===== config.mk =====
export PLATFORM = sky130hd
export DESIGN_NAME = rtl_sram_lsu
export DESIGN_NICKNAME = d
export VERILOG_FILES = /design/src/rtl/rtl_sram_lsu.sv
export SDC_FILE = /design/constraint.sdc
export NUM_CORES = 1
export LEC_CHECK = 0
export BUFFER_PORTS_ARGS = -buffer_cell sky130_fd_sc_hd__clkbuf_2
export CORE_ASPECT_RATIO = 1.25
export CORE_MARGIN = 2
export CORE_UTILIZATION = 49
export CTS_CLUSTER_DIAMETER = 80
export DETAILED_ROUTE_END_ITERATION = 10
export PLACE_DENSITY = 0.78
export SYNTH_ARGS = -nofsm -noshare
export SYNTH_HDL_FRONTEND = slang
export SYNTH_SLANG_ARGS = --single-unit

===== constraint.sdc =====
create_clock -name clk -period 2.05 [get_ports clk]
set_input_delay 0.205 -clock clk [delete_from_list [all_inputs] [get_ports clk]]
set_output_delay 0.205 -clock clk [all_outputs]
set_load 0.01 [all_outputs]

===== src/rtl/rtl_sram_lsu.sv =====
// Load/store front end for a single-port synchronous SRAM (1-cycle registered read).
// Partial-strobe stores are done as an internal read-modify-write.

`ifndef MEM_ADDR_W
`define MEM_ADDR_W 10
`endif
`ifndef MEM_DATA_W
`define MEM_DATA_W 32
`endif

module rtl_sram_lsu_byte_merge (
  input  logic       use_new,
  input  logic [7:0] new_byte,
  input  logic [7:0] old_byte,
  output logic [7:0] merged
);
  assign merged = use_new ? new_byte : old_byte;
endmodule

module rtl_sram_lsu #(
  parameter int ADDR_W = `MEM_ADDR_W,
  parameter int DATA_W = `MEM_DATA_W
) (
  input  logic                clk,
  input  logic                rst_n,
  input  logic                req_valid,
  output logic                req_ready,
  input  logic                req_we,
  input  logic [ADDR_W-1:0]   req_addr,
  input  logic [DATA_W-1:0]   req_wdata,
  input  logic [DATA_W/8-1:0] req_wstrb,
  output logic                rsp_valid,
  input  logic                rsp_ready,
  output logic [DATA_W-1:0]   rsp_rdata,
  output logic                busy,
  output logic                sram_ce,
  output logic                sram_we,
  output logic [ADDR_W-1:0]   sram_addr,
  output logic [DATA_W-1:0]   sram_wdata,
  input  logic [DATA_W-1:0]   sram_rdata
);
  localparam int STRB_W = DATA_W / 8;

  typedef enum logic [1:0] {IDLE, RD_DATA, RMW_MERGE} state_t;

  typedef struct packed {
    logic [ADDR_W-1:0] addr;
    logic [DATA_W-1:0] wdata;
    logic [STRB_W-1:0] wstrb;
  } cap_t;

  state_t            state, state_nxt;
  cap_t              cap;
  logic              cap_en;
  logic              fire;
  logic              strb_full;
  logic              strb_none;
  logic [DATA_W-1:0] merged;

  // Held low in reset so no request can be taken while the flops are cleared.
  assign req_ready = rst_n && (state == IDLE) && (!rsp_valid || rsp_ready);
  assign fire      = req_valid && req_ready;
  assign strb_full = &req_wstrb;
  assign strb_none = ~|req_wstrb;
  assign busy      = (state != IDLE);

  for (genvar b = 0; b < STRB_W; b++) begin : g_byte
    rtl_sram_lsu_byte_merge u_merge (
      .use_new  (cap.wstrb[b]),
      .new_byte (cap.wdata[8*b +: 8]),
      .old_byte (sram_rdata[8*b +: 8]),
      .merged   (merged[8*b +: 8])
    );
  end

  always_comb begin
    state_nxt  = state;
    sram_ce    = 1'b0;
    sram_we    = 1'b0;
    sram_addr  = '0;
    sram_wdata = '0;
    cap_en     = 1'b0;
    case (state)
      IDLE: begin
        if (fire) begin
          if (!req_we) begin
            sram_ce   = 1'b1;
            sram_addr = req_addr;
            state_nxt = RD_DATA;
          end else if (strb_full) begin
            sram_ce    = 1'b1;
            sram_we    = 1'b1;
            sram_addr  = req_addr;
            sram_wdata = req_wdata;
          end else if (!strb_none) begin
            sram_ce   = 1'b1;
            sram_addr = req_addr;
            cap_en    = 1'b1;
            state_nxt = RMW_MERGE;
          end
        end
      end
      RD_DATA:   state_nxt = IDLE;
      RMW_MERGE: begin
        sram_ce    = 1'b1;
        sram_we    = 1'b1;
        sram_addr  = cap.addr;
        sram_wdata = merged;
        state_nxt  = IDLE;
      end
      default:   state_nxt = IDLE;
    endcase
    // An interrupted merge must never reach the array.
    if (!rst_n) begin
      sram_ce    = 1'b0;
      sram_we    = 1'b0;
      sram_addr  = '0;
      sram_wdata = '0;
    end
  end

  always_ff @(posedge clk or negedge rst_n) begin
    if (!rst_n) begin
      state     <= IDLE;
      cap       <= '0;
      rsp_valid <= 1'b0;
      rsp_rdata <= '0;
    end else begin
      state <= state_nxt;
      if (cap_en) cap <= '{addr: req_addr, wdata: req_wdata, wstrb: req_wstrb};
      if (state == RD_DATA) begin
        rsp_valid <= 1'b1;
        rsp_rdata <= sram_rdata;
      end else if (rsp_valid && rsp_ready) begin
        rsp_valid <= 1'b0;
      end
    end
  end

endmodule


==> summary.txt, run 1 <==
Run status
  • Status: finished clean

Pwr
  • Power density over the cells: 920 nW/um^2
  • Clock network power share: 0.255
  • Sw frac: 0.282
  • Psw: 1.36 mW
  • P_int: 3.45 mW
  • Comb pwr share: 0.262
  • Pwr Total: 4.81 mW
  • Part of the power in registers: 0.484
  • Worst IR Drop VDD: 0.539 mV
  • Pleak: 2.70 nW

Route
  • Antenna viol nets, final: 0
  • Initial detailed-routing violation count: 85
  • DR DRC count: 0
  • Drt pass-1 iters: 2
  • Via density per instance: 5.39
  • Routed len/inst: 17.7 microns
  • Overall routed net length: 9630 microns
  • Total number of vias: 2926

Synthesis
  • Flip-flop and latch count after synthesis: 81
  • Mapped Cells: 276
  • Netlist cell types: 26
  • Synth Area in Adders: 0
  • Post-synthesis simple-gate area fraction: 0.0332
  • Syn nets: 359
  • Post-Syn Area: 4000 sq um
  • Synth Area per Inst: 14.5 sq um
  • Synth Warn #: 0
  • Post-synthesis mux area share: 0.327
  • Register area share after synthesis: 0.507
  • Synth Area in XOR/XNOR: 0
  • Largest family of logic cells by synthesized area: multiplexers
  • Complex-gate fraction of the synthesized area: 0.0996

Critical path
  • CP bufs+invs: 3
  • CP Max Fanout: 9
  • Max stage delay on crit path: 0.41 ns
  • CP Cell Sequence: nor2b_4 > nand2_4 > nor4_4 > buf_4 > buf_6 > o2bb2ai_1 > buf_2
  • Critical Path Source Type: flop
  • Critical Path RT: 1.85 ns
  • Signal arrival time at the worst endpoint: 1.82 ns
  • CP top delay family: buffers and inverters
  • Worst path slowest cell: dfrtp_1
  • Nature of the critical path endpoint: primary output
  • WS Path Type: flop to primary output

Global routing
  • Grt ovf: 0
  • Initial antenna violation count: 0
  • First-pass GRT wire length: 15700 microns
  • Total track usage: 0.224
  • Pin count of the biggest net entering global routing: 82
  • Vias in the first global route: 3097

Die
  • Initial Util: 0.510
  • Top Ports: 162
  • Core Area: 7840 sq um
  • Die footprint: 8900 sq um
  • Die Width: 84.8 microns
  • Die Ht: 105 microns
  • Std-Cell Rows: 36

Layout
  • Antenna diodes: 0
  • Commonest cells after routing, fill and taps aside: clkbuf_2 (129), dfrtp_1 (80), mux2_2 (49)
  • Final net count: 526
  • Non-Filler Instances: 543
  • Most common cell after layout, fill and taps aside: clkbuf_2
  • Share of layout cells above drive strength 1: 0.641
  • P&R area growth vs syn: 30.9%

STA
  • Fin crit period: 2.02 ns
  • Slew Limit Fails: 0
  • Final period util: 0.988
  • Relative slew margins: 0.320
  • Fin. Hold Viols: 0
  • Unrepaired setup endpoints after global routing: true
  • Worst slew pin tran: 1.02 ns
  • Clock Skew: 0.00894 ns
  • Setup_tns: 0 ns
  • Hold Slack: 0.0922 ns
  • FMAX: 494 MHz
  • Final setup viols: 0

Clock tree
  • CTS Hold Buffers Added: 0
  • Total CTS buffers: 9
  • Max H-tree Level: 3
  • Clock root cell: clkbuf_8
  • Clock tree buffer depth: 2
  • Skew-Pair Late Insertion Delay: 0.35 ns
  • CTS tree: yes
  • Clk slew on worst S/H paths: 0.09 ns
  • Num Clock Sinks: 81

Placed design
  • RePlAce Congestion: 0.784
  • PortBufs: 161
  • Placed Cells: 519
  • DPL Wire Length: 6550 microns

Job
  • Max-cap viol count: 0

Worst hold path
  • HP Class: input port to flop
[Yosys cell counts, drive strengths merged]
master,n,area [sq um]
nor2b,2,22.5
nor3,1,5.00
mux2i,32,320
clkbuf,4,15.0
and2,1,6.26
inv,1,3.75
a22o,10,87.6
dfrtp,81,2030
or2,1,6.26
nor4,3,40.0
a2111oi,1,15.0
nor3b,1,12.5
mux2,78,987
o2bb2ai,32,280
nand2,5,18.8
nand2b,2,12.5
o21a,2,15.0
and4,1,8.76
buf,18,113
[worst paths after layout]
kind                       slack (ns)  cells past startpoint           from            end
max in group asynchronous        1.21                      2          rst_n       state[1]
setup reg to reg                 0.33                      6       state[0]         cap[8]
setup / recovery                 0.03                      7       state[0]  sram_wdata[0]
hold / removal                   0.09                      2  req_wdata[14]        cap[18]
min in group asynchronous        0.14                      2          rst_n        cap[20]
hold reg to reg                  0.51                      1        cap[29]        cap[29]
[metrics by stage]
stage	utilization	setup slack [ns]	instance area, sq um
after global placement	0.624	0.268	4890
after detailed placement	0.624	0.174	4890
after CTS	0.662	-0.0232	5190
after global routing	0.668	-0.106	5230
after floorplan	-	0.373	4000
final	0.668	0.0254	5230
[repair_timing]
action                                  in CTS  in global routing
buffers inserted                             4                  1
gates cloned                                 3                  0
pin swaps                                    2                  3
gates resized for setup                     11                 38
endpoints found under the setup margin      43                 43
[area by class of cell]
class | count | area (sq um)
tap | 95 | 119
multi-input combinational | 172 | 1900
sequential | 81 | 2030
clock buffer | 14 | 173
fill | 600 | 2610
clock inverter | 2 | 35.0
inverter | 1 | 3.75
timing repair buffer | 178 | 973
[routing by layer]
layer,GRT usage,share of wire,routed length (microns),vias to the layer above
li1,-,-,-,1374
met1,0.270,0.41,3930,1437
met2,0.378,0.51,4930,96
met3,0.0561,0.059,567,19
met4,0.0975,0.020,197,0
met5,0,0,0,-
[flip-flops by register name, indices dropped and copies added (netlist names)]
register,cells
cap,46
rsp_rdata,32
state,2
rsp_valid,1
[kinds of logic after synthesis]
| kind of cell | count (synthesis) |
|---|---|
| AND/OR/NAND/NOR | 17 |
| multiplexers | 110 |
| flip-flops | 81 |
| buffers and inverters | 23 |
| AO/OA/AOI/OAI | 45 |
[power groups by stage]
stage,Sequential [mW],Clock [mW],Combinational (mW)
global route,2.39,1.33,1.36
global placement,2.33,0,1.21
detailed placement,2.36,0,1.24
floorplan,2.30,0,0.815
finish,2.33,1.23,1.26
CTS,2.33,1.25,1.26
(Power assumes the default switching activity.)
==> run 2, diff against run 1 <==
--- a/config.mk
+++ b/config.mk
@@ -9,9 +9,11 @@
 export CORE_ASPECT_RATIO = 1.25
 export CORE_MARGIN = 2
 export CORE_UTILIZATION = 49
-export CTS_CLUSTER_DIAMETER = 80
+export CTS_CLUSTER_DIAMETER = 100
 export DETAILED_ROUTE_END_ITERATION = 10
+export GPL_ROUTABILITY_DRIVEN = 0
 export PLACE_DENSITY = 0.78
+export REMOVE_ABC_BUFFERS = 1
 export SYNTH_ARGS = -nofsm -noshare
 export SYNTH_HDL_FRONTEND = slang
 export SYNTH_SLANG_ARGS = --single-unit
==> run 2 against run 1 <==
Sequential cell count did not move. Fmax grew 1.6%. Via count increased by 0.82%. Sequential power hardly changed. Clock skew is 0.0037 ns lower. Clock power about the same. Die area did not move. Cell count unchanged. Combinational power is essentially flat.
==> summary.txt, run 2 (synthesis results as in run 1) <==
Route
  • Routed len/inst: 18.2 microns
  • DR DRC count: 0
  • Via density per instance: 5.43
  • Overall routed net length: 9870 microns
  • Drt pass-1 iters: 4
  • Met3 WL: 436 microns
  • Initial detailed-routing violation count: 88
  • Antenna viol nets, final: 0
  • Max Used Layer: met4
  • Met1 Wirelength: 3790 microns
  • Total number of vias: 2950
  • Met2 routed WL: 5410 microns

Critical path
  • WS Path Type: flop to primary output
  • Critical Path Source Type: flop
  • Signal arrival time at the worst endpoint: 1.79 ns
  • Reg-to-reg slack, setup: 0.30 ns
  • Nature of the critical path endpoint: primary output
  • CP Launch Point: rsp_valid
  • Worst r2r src: state[0]
  • Worst reg-to-reg path cell count: 6
  • Critical Path RT: 1.85 ns
  • Setup crit end: sram_wdata[29]
  • CP Max Fanout: 8
  • Reg2Reg Capture Point: cap[20]

Layout
  • Antenna diodes: 0
  • Regs by FF count: cap x46, rsp_rdata x32, state x2
  • P&R area growth vs syn: 30.2%
  • Max FFs per register: 46
  • Share of layout cells above drive strength 1: 0.632
  • Most common cell after layout, fill and taps aside: clkbuf_2
  • Commonest cells after routing, fill and taps aside: clkbuf_2 (154), dfrtp_1 (80), mux2_2 (49)
  • # fillers: 616
  • Multi-input logic area: 1880 sq um
  • Register area: 2030 sq um
  • Final net count: 526
  • Largest Register: cap
  • Non-Filler Instances: 543

Pwr
  • Pleak: 2.67 nW
  • P_int: 3.45 mW
  • Comb pwr share: 0.260
  • Power density over the cells: 922 nW/um^2
  • Part of the power in registers: 0.486
  • Worst IR Drop VDD: 0.603 mV
  • Sw frac: 0.282
  • Clock network power share: 0.254
  • Psw: 1.35 mW

Clock tree
  • Clock tree buffer depth: 2
  • Clock root cell: clkbuf_8
  • CTS Hold Buffers Added: 0
  • Total CTS buffers: 9
  • Clk slew on worst S/H paths: 0.08 ns
  • Max H-tree Level: 3
  • Num Clock Sinks: 81
  • CTS tree: yes
  • Skew-Pair Late Insertion Delay: 0.35 ns

STA
  • Worst slew pin tran: 1.02 ns
  • Final setup viols: 0
  • Relative slew margins: 0.323
  • Fin crit period: 1.99 ns
  • Unrepaired setup endpoints after global routing: true
  • FMAX: 502 MHz
  • Clock Skew: 0.00521 ns
  • Fin. Hold Viols: 0
  • PnR worst setup slack: 0.0569 ns
  • Final period util: 0.972
  • Slew Limit Fails: 0

Placed design
  • Post-place setup slack: 0.252 ns
  • Placed Cells: 520
  • DPL Wire Length: 7050 microns
  • PortBufs: 161

Die
  • Die Ht: 105 microns
  • Top Ports: 162
  • Std-Cell Rows: 36
  • Die Width: 84.8 microns
  • Die footprint: 8900 sq um
  • Core Area: 7840 sq um
  • Initial Util: 0.510

Global routing
  • Vias in the first global route: 3145
  • First-pass GRT wire length: 15700 microns
  • Total track usage: 0.226
  • Grt ovf: 0
  • Pin count of the biggest net entering global routing: 82
  • Initial antenna violation count: 0

Run status
  • Status: finished clean

Worst hold path
  • HP Class: input port to flop

Job
  • Max-cap viol count: 0
## run 2: cell count changes in the layout (fill, tap and decap cells not counted), sizes merged
cell and change:
buf -26, clkbuf +26
## run 2: worst min path at each step
stage | startpoint | end | slack (ns) | cells past startpoint
3_5_place_dp | req_we | state[0] | 0.45 | 2
3_3_place_gp | req_we | state[0] | 0.44 | 2
2_1_floorplan | rst_n | cap[0] | -0.09 | 0
5_1_grt | req_wdata[18] | cap[22] | 0.08 | 2
4_1_cts | req_wdata[18] | cap[22] | 0.08 | 2
6_report | req_wdata[18] | cap[22] | 0.09 | 2
## run 2: stage by stage
step | util | power, mW | instance area (sq um) | TNS, ns | hold WS, ns
3_5_place_dp | 0.625 | 3.61 | 4900 | 0 | 0.448
5_1_grt | 0.664 | 5.06 | 5200 | -0.0492 | 0.0785
2_1_floorplan | - | 3.09 | 3870 | -32.65 | -0.0906
6_report | 0.664 | 4.80 | 5200 | 0 | 0.0875
4_1_cts | 0.659 | 4.83 | 5160 | 0 | 0.0757
3_3_place_gp | 0.625 | 3.55 | 4900 | 0 | 0.442
## run 2: area by class of cell
class,instances,area share
well taps,95,0.0228
clock buffers,14,0.0332
clock inverters,2,0.00673
repair buffers,178,0.186
flip-flops and latches,81,0.390
inverters,1,0.000721
multi-input cells,172,0.360
## run 2: timing repair
action                                  in CTS  in global routing
resized for setup                            7                 13
setup buffers                                2                  2
hold endpoints to repair                     0                  0
endpoints found under the setup margin      44                 43
pin swaps                                    1                  1
gates cloned                                 1                  2
## run 2: metal layers
| layer | vias to the layer above | track usage |
|---|---|---|
| met5 | - | 0 |
| met4 | 0 | 0.0952 |
| met3 | 20 | 0.0529 |
| met2 | 80 | 0.403 |
| met1 | 1481 | 0.254 |
| li1 | 1369 | - |
## run 2: power groups by stage
| stage | clock (mW) | combinational (mW) | sequential [mW] |
|---|---|---|---|
| 6_report | 1.22 | 1.25 | 2.33 |
| 5_1_grt | 1.31 | 1.36 | 2.39 |
| 4_1_cts | 1.24 | 1.26 | 2.33 |
| 3_5_place_dp | 0 | 1.25 | 2.36 |
| 3_3_place_gp | 0 | 1.21 | 2.33 |
| 2_1_floorplan | 0 | 0.728 | 2.36 |
## run 2: critical path, cell delays in order (launching register included)
cell and delay [ns]:
dfrtp_1 0.39, nor2b_4 0.16, nor4_4 0.26, buf_4 0.15, clkbuf_4 0.18, o2bb2ai_1 0.13, clkbuf_2 0.15
